File: src/rtl/instr_prefetch_unit_pkg.sv
// Shared widths and the queue entry type for the instruction fetch stage.
// Architectural widths live here so every file of the fetch stage agrees.
package instr_prefetch_unit_pkg;

   localparam int INSTR_WIDTH = 32;
   localparam int PC_WIDTH    = 32;
   localparam logic [INSTR_WIDTH-1:0] NOP_INSTR = 32'h0;

   // One buffered fetch: the instruction word and the address it came from.
   typedef struct packed {
      logic [INSTR_WIDTH-1:0] instr;
      logic [PC_WIDTH-1:0]    pc;
   } fetch_entry_t;

endpackage

File: src/rtl/instr_prefetch_unit_fetch_queue.sv
// fetch_queue: circular buffer of {instr, pc} entries for the prefetch stage.
// Flush clears pointers and count and takes priority over push and pop.
// The caller guarantees no push when full (unless popping) and no pop when empty.
module fetch_queue
   import instr_prefetch_unit_pkg::*;
#(
   parameter int DEPTH = 4
) (
   input  logic                   clk,
   input  logic                   rst,
   input  logic                   push,
   input  fetch_entry_t           push_data,
   input  logic                   pop,
   input  logic                   flush,
   output logic [$clog2(DEPTH):0] count,
   output fetch_entry_t           head
);

   localparam int AW = $clog2(DEPTH);
   localparam int CW = AW + 1;

   fetch_entry_t  mem [DEPTH];
   logic [AW-1:0] rd_ptr;
   logic [AW-1:0] wr_ptr;
   logic [CW-1:0] cnt;

   // Pointer and occupancy tracking; pointers wrap naturally since DEPTH is a power of two.
   always_ff @(posedge clk) begin
      if (rst || flush) begin
         rd_ptr <= '0;
         wr_ptr <= '0;
         cnt    <= '0;
      end else begin
         if (push) wr_ptr <= wr_ptr + AW'(1);
         if (pop)  rd_ptr <= rd_ptr + AW'(1);
         case ({push, pop})
            2'b10:   cnt <= cnt + CW'(1);
            2'b01:   cnt <= cnt - CW'(1);
            default: cnt <= cnt;
         endcase
      end
   end

   // Entry storage; contents need no reset because count gates their visibility.
   always_ff @(posedge clk) begin
      if (push && !flush && !rst) mem[wr_ptr] <= push_data;
   end

   assign count = cnt;
   assign head  = mem[rd_ptr];

endmodule

File: src/rtl/instr_prefetch_unit.sv
// instr_prefetch_unit: owns the fetch PC, reads imem port 0 every cycle and
// buffers {instr, pc} in a fetch_queue that decode drains.
// Optional macro FETCH_BYPASS_EN: when the queue is empty and no redirect is
// pending, the word being fetched is presented to decode in the same cycle.
//
// Handshake: decode takes the head on a cycle where instr_valid and issue_ready
// are both high; instr_valid never depends on issue_ready, and the head is
// stable until taken or flushed. A redirect in the same cycle as a completed
// handshake still counts the head as issued, then flushes everything behind it.
module instr_prefetch_unit
   import instr_prefetch_unit_pkg::*;
#(
   parameter int                  DEPTH    = 4,
   parameter logic [PC_WIDTH-1:0] RESET_PC = 32'h0
) (
   input  logic                   clk,
   input  logic                   rst,
   output logic [PC_WIDTH-1:0]    imem_addr,
   input  logic [INSTR_WIDTH-1:0] imem_data,
   input  logic                   redirect_valid,
   input  logic [PC_WIDTH-1:0]    redirect_pc,
   output logic                   instr_valid,
   output logic [INSTR_WIDTH-1:0] instr_out,
   output logic [PC_WIDTH-1:0]    instr_pc,
   input  logic                   issue_ready,
   output logic [PC_WIDTH-1:0]    fetch_pc,
   output logic [$clog2(DEPTH):0] queue_count
);

   localparam int CW = $clog2(DEPTH) + 1;

   logic [PC_WIDTH-1:0] pc_q;
   logic [CW-1:0]       q_count;
   fetch_entry_t        q_head;
   fetch_entry_t        last_q;
   fetch_entry_t        shown;
   logic                queue_valid;
   logic                bypass_take;
   logic                pop;
   logic                push;
   logic                advance;

   fetch_queue #(.DEPTH(DEPTH)) u_queue (
      .clk       (clk),
      .rst       (rst),
      .push      (push),
      .push_data ('{instr: imem_data, pc: pc_q}),
      .pop       (pop),
      .flush     (redirect_valid),
      .count     (q_count),
      .head      (q_head)
   );

   // Head presentation, optional same-cycle bypass, and the push/pop decision.
   always_comb begin
      queue_valid = (q_count != '0);
      bypass_take = 1'b0;
`ifdef FETCH_BYPASS_EN
      if (queue_valid) begin
         instr_valid = 1'b1;
         shown       = q_head;
      end else if (!redirect_valid) begin
         instr_valid = 1'b1;
         shown       = '{instr: imem_data, pc: pc_q};
         bypass_take = issue_ready;
      end else begin
         instr_valid = 1'b0;
         shown       = last_q;
      end
`else
      instr_valid = queue_valid;
      shown       = queue_valid ? q_head : last_q;
`endif
      pop     = queue_valid && issue_ready;
      push    = !redirect_valid && !bypass_take && ((q_count < CW'(DEPTH)) || pop);
      advance = push || bypass_take;
   end

   // Fetch PC: reset, then redirect target, else step one word per consumed fetch.
   always_ff @(posedge clk) begin
      if (rst)                 pc_q <= RESET_PC;
      else if (redirect_valid) pc_q <= redirect_pc;
      else if (advance)        pc_q <= pc_q + PC_WIDTH'(1);
   end

   // Remember the last presented entry so the outputs hold while empty.
   always_ff @(posedge clk) begin
      if (rst)              last_q <= '{instr: NOP_INSTR, pc: '0};
      else if (instr_valid) last_q <= shown;
   end

   assign instr_out   = shown.instr;
   assign instr_pc    = shown.pc;
   assign imem_addr   = pc_q;
   assign fetch_pc    = pc_q;
   assign queue_count = q_count;

endmodule

File: config.mk
export PLATFORM = sky130hd
export DESIGN_NAME = instr_prefetch_unit
export DESIGN_NICKNAME = d
export VERILOG_FILES = /design/src/rtl/instr_prefetch_unit_pkg.sv /design/src/rtl/instr_prefetch_unit_fetch_queue.sv /design/src/rtl/instr_prefetch_unit.sv
export SDC_FILE = /design/constraint.sdc
export NUM_CORES = 1
export LEC_CHECK = 0
export CORE_MARGIN = 10
export CORE_UTILIZATION = 59
export CTS_CLUSTER_SIZE = 8
export DETAILED_ROUTE_END_ITERATION = 6
export PLACE_DENSITY = 0.9
export SETUP_SLACK_MARGIN = 0.02
export SLEW_MARGIN = 20
export SYNTH_ARGS = -nofsm -noshare
export SYNTH_HDL_FRONTEND = slang
export SYNTH_SLANG_ARGS = --single-unit
File: constraint.sdc
create_clock -name clk -period 9.6 [get_ports clk]
set_clock_uncertainty 0.15 [all_clocks]
set_input_delay 1.92 -clock clk [delete_from_list [all_inputs] [get_ports clk]]
set_output_delay 1.92 -clock clk [all_outputs]
set_load 0.01 [all_outputs]
==> out/metrics.csv <==
metric,value,unit
outcome,"finished, final reports clean",
max_stage_delay,0.79,ns
crit_type,register to output pin,
fmax,181.1,MHz
synthTopCellsByArea,"edfxtp_1 (54%), dfxtp_1 (15%), mux4_2 (10%)",
initial_core_util,0.6027,
drv_slew,0,
route.detailed.drc,0,
nets,1099,
clk_path_buf_depth,3,
ff2ff_path_depth,8,
yosysTopAreaCell,edfxtp_1,
postCtsSetupBuffers,0,
grt_pass1_vias,8721,
endpoint_kind,output pin,
worst_pin_slew,1.066,ns
mappedNetlistNets,916,
first_pass_iters,6,
cts_sinks,361,
vias,8026,
portBuffers,199,
antenna_left,0,
cts_tree,yes,
critPathRequiredTime,7.53,ns
place_congestion,0.7416,
post-route-util,0.7507,
cp-start-kind,register,
die-area,30650,um2
cp_top_family,buffers and inverters,
cts_resized,0,
ys_ff_latch,361,
die-height,175.1,um
wl,32630,um
dp_hpwl,19410,um
hold_viol,0,
n_fill_cell,1406,
cp_cell_sequence,"buf_4, mux4_2, mux2_2, clkdlybuf4s50_1",
ys_seq_area_frac,0.6899,
synth_cells,841,
placed_cells,1290,
design_area,17670,um2
hold_start,u_queue.rd_ptr[0],
htreeDepth,2,
leakagePower,5.847,nW
slew_headroom,0.2892,
synth_cell_types,44,
fin_setup_tns,0,ns
r2r_start,u_queue.count[2],
viasPerCell,5.791,
ys_top_cells_by_count,"edfxtp_1 (256), dfxtp_1 (105), nor2b_1 (65)",
yosysWarnings,0,
crit_path_top_delay_cell,dfxtp_4,
numCtsBuffers,51,
postSynth.asyncResetShare,0,
detail_route.wl_per_cell,23.54,um
rsz0062_at_grt,no,
cts_root_buf,clkbuf_16,
crit_arrival,3.45,ns
yosysMostFrequentCell,edfxtp_1,
yosysTopAreaCellShare,0.5418,
setup_viol,0,
clk_latency,0.54,ns
dieWidth,175.1,um
drive_above_1_share,0.1981,
num_rows,56,
worst_slack,4.078,ns
syn-cell-area,14190,um2
dr.first_iter.drc_count,651,
grt_overflow,0,
ios,200,
place_area,16210,um2
final_cells,1386,
avgSynthCellArea,16.87,um2
fp.coreArea,23540,um2
antenna_found_initial,2,
grt_max_degree,67,
finalWorstPathRequiredPeriod,5.522,ns
area_growth,24.55,%
p_per_area,209.4,nW/um2
synth_edf_count,256,
grt_pass1_wl,50650,um
yosys_most_used_dff,edfxtp_1,
hp-class,register to register,
path_clk_slew,0.05,ns
detailedPlace.worstSlack,4.552,ns
max-vdd-ir-drop,0.1172,mV
fin_crit_sh,0.5752,
path_buf_inv,2,
hold_depth,2,
drv_cap,0,
path_max_fanout,34,
worst_r2r_endpoint,u_queue.count[2],
grtUsageTotal,0.2116,
reg2reg_slack,6.50,ns
postCtsHoldBufs,0,
==> stage by stage <==
step	hold slack (ns)	total power, mW
after CTS	0.3924	3.721
final	0.3923	3.700
after global routing	0.4262	3.810
after detailed placement	0.3865	2.110
after floorplan	0.3347	1.942
after global placement	0.3608	2.099
==> area by class of cell <==
type / instances / area (um2) / area share
sequential: 361 / 9797 / 0.5543
multi-input combinational: 397 / 3958 / 0.2239
timing repair buffer: 203 / 2019 / 0.1143
clock buffer: 90 / 1423 / 0.08050
tap: 319 / 399.1 / 0.02258
inverter: 10 / 37.54 / 0.002124
clock inverter: 4 / 35.03 / 0.001982
antenna: 2 / 5.005 / 0.0002832
==> tightest hold or removal path, cell delays in order, from the launching register on <==
cell and delay (ns):
dfxtp_1 0.34, xnor2_1 0.09, nor2_1 0.08
==> cell families (layout without fill, tap and decap cells) <==
kind of cell | after synthesis | in the layout | share of synthesized area
flip-flops | 361 | 361 | 0.6899
AND/OR/NAND/NOR | 180 | 180 | 0.07583
multiplexers | 130 | 130 | 0.1538
buffers and inverters | 83 | 307 | 0.03227
AO/OA/AOI/OAI | 46 | 46 | 0.02054
XOR/XNOR | 34 | 34 | 0.02099
adder cells (fa/ha/maj) | 7 | 7 | 0.006701
other | 0 | 2 | 0
==> worst max path at each step <==
stage	to	slack, ns	start	depth (start not counted)
6_report	instr_pc[21]	4.08	register	4
3_5_place_dp	instr_pc[2]	4.55	register	4
3_3_place_gp	instr_pc[2]	4.57	register	4
4_1_cts	instr_pc[21]	3.98	register	4
5_1_grt	instr_pc[2]	3.82	register	4
2_1_floorplan	u_queue.mem[0][0]	4.94	redirect_valid	4
==> power by group <==
group | internal [mW] | switching (mW) | total [mW]
registers | 1.72 | 0.0401 | 1.76
clock network | 0.993 | 0.627 | 1.62
logic | 0.180 | 0.138 | 0.318
total | 2.89 | 0.805 | 3.70
==> cells in the final DEF (no fill, tap or decap), types with 11 or more instances in the layout <==
master             n
clkbuf_1          39
a21oi_1           17
nor2_1            30
xnor2_1           24
edfxtp_1         256
mux2_2            63
clkdlybuf4s50_1  198
clkbuf_16         51
nor4_2            11
dfxtp_1          103
a211oi_1          15
nand2_1           24
mux4_2            64
nor2b_1           65
==> registers in the layout, indices dropped and copies added, names as in the netlist, named ones only <==
| register | count |
|---|---|
| u_queue.mem | 256 |
| fetch_pc | 32 |
| u_queue.count | 3 |
| u_queue.rd_ptr | 2 |
| u_queue.wr_ptr | 2 |
| last_q | 64 |
==> per-layer routing <==
metal  GRT usage  vias to the layer above  share of wire
met3     0.05001                       68          0.072
li1            -                     3549              -
met2      0.3560                      349           0.51
met4     0.07241                        0          0.023
met5           0                        -              0
met1      0.2644                     4060           0.39
(Power assumes the default switching activity.)
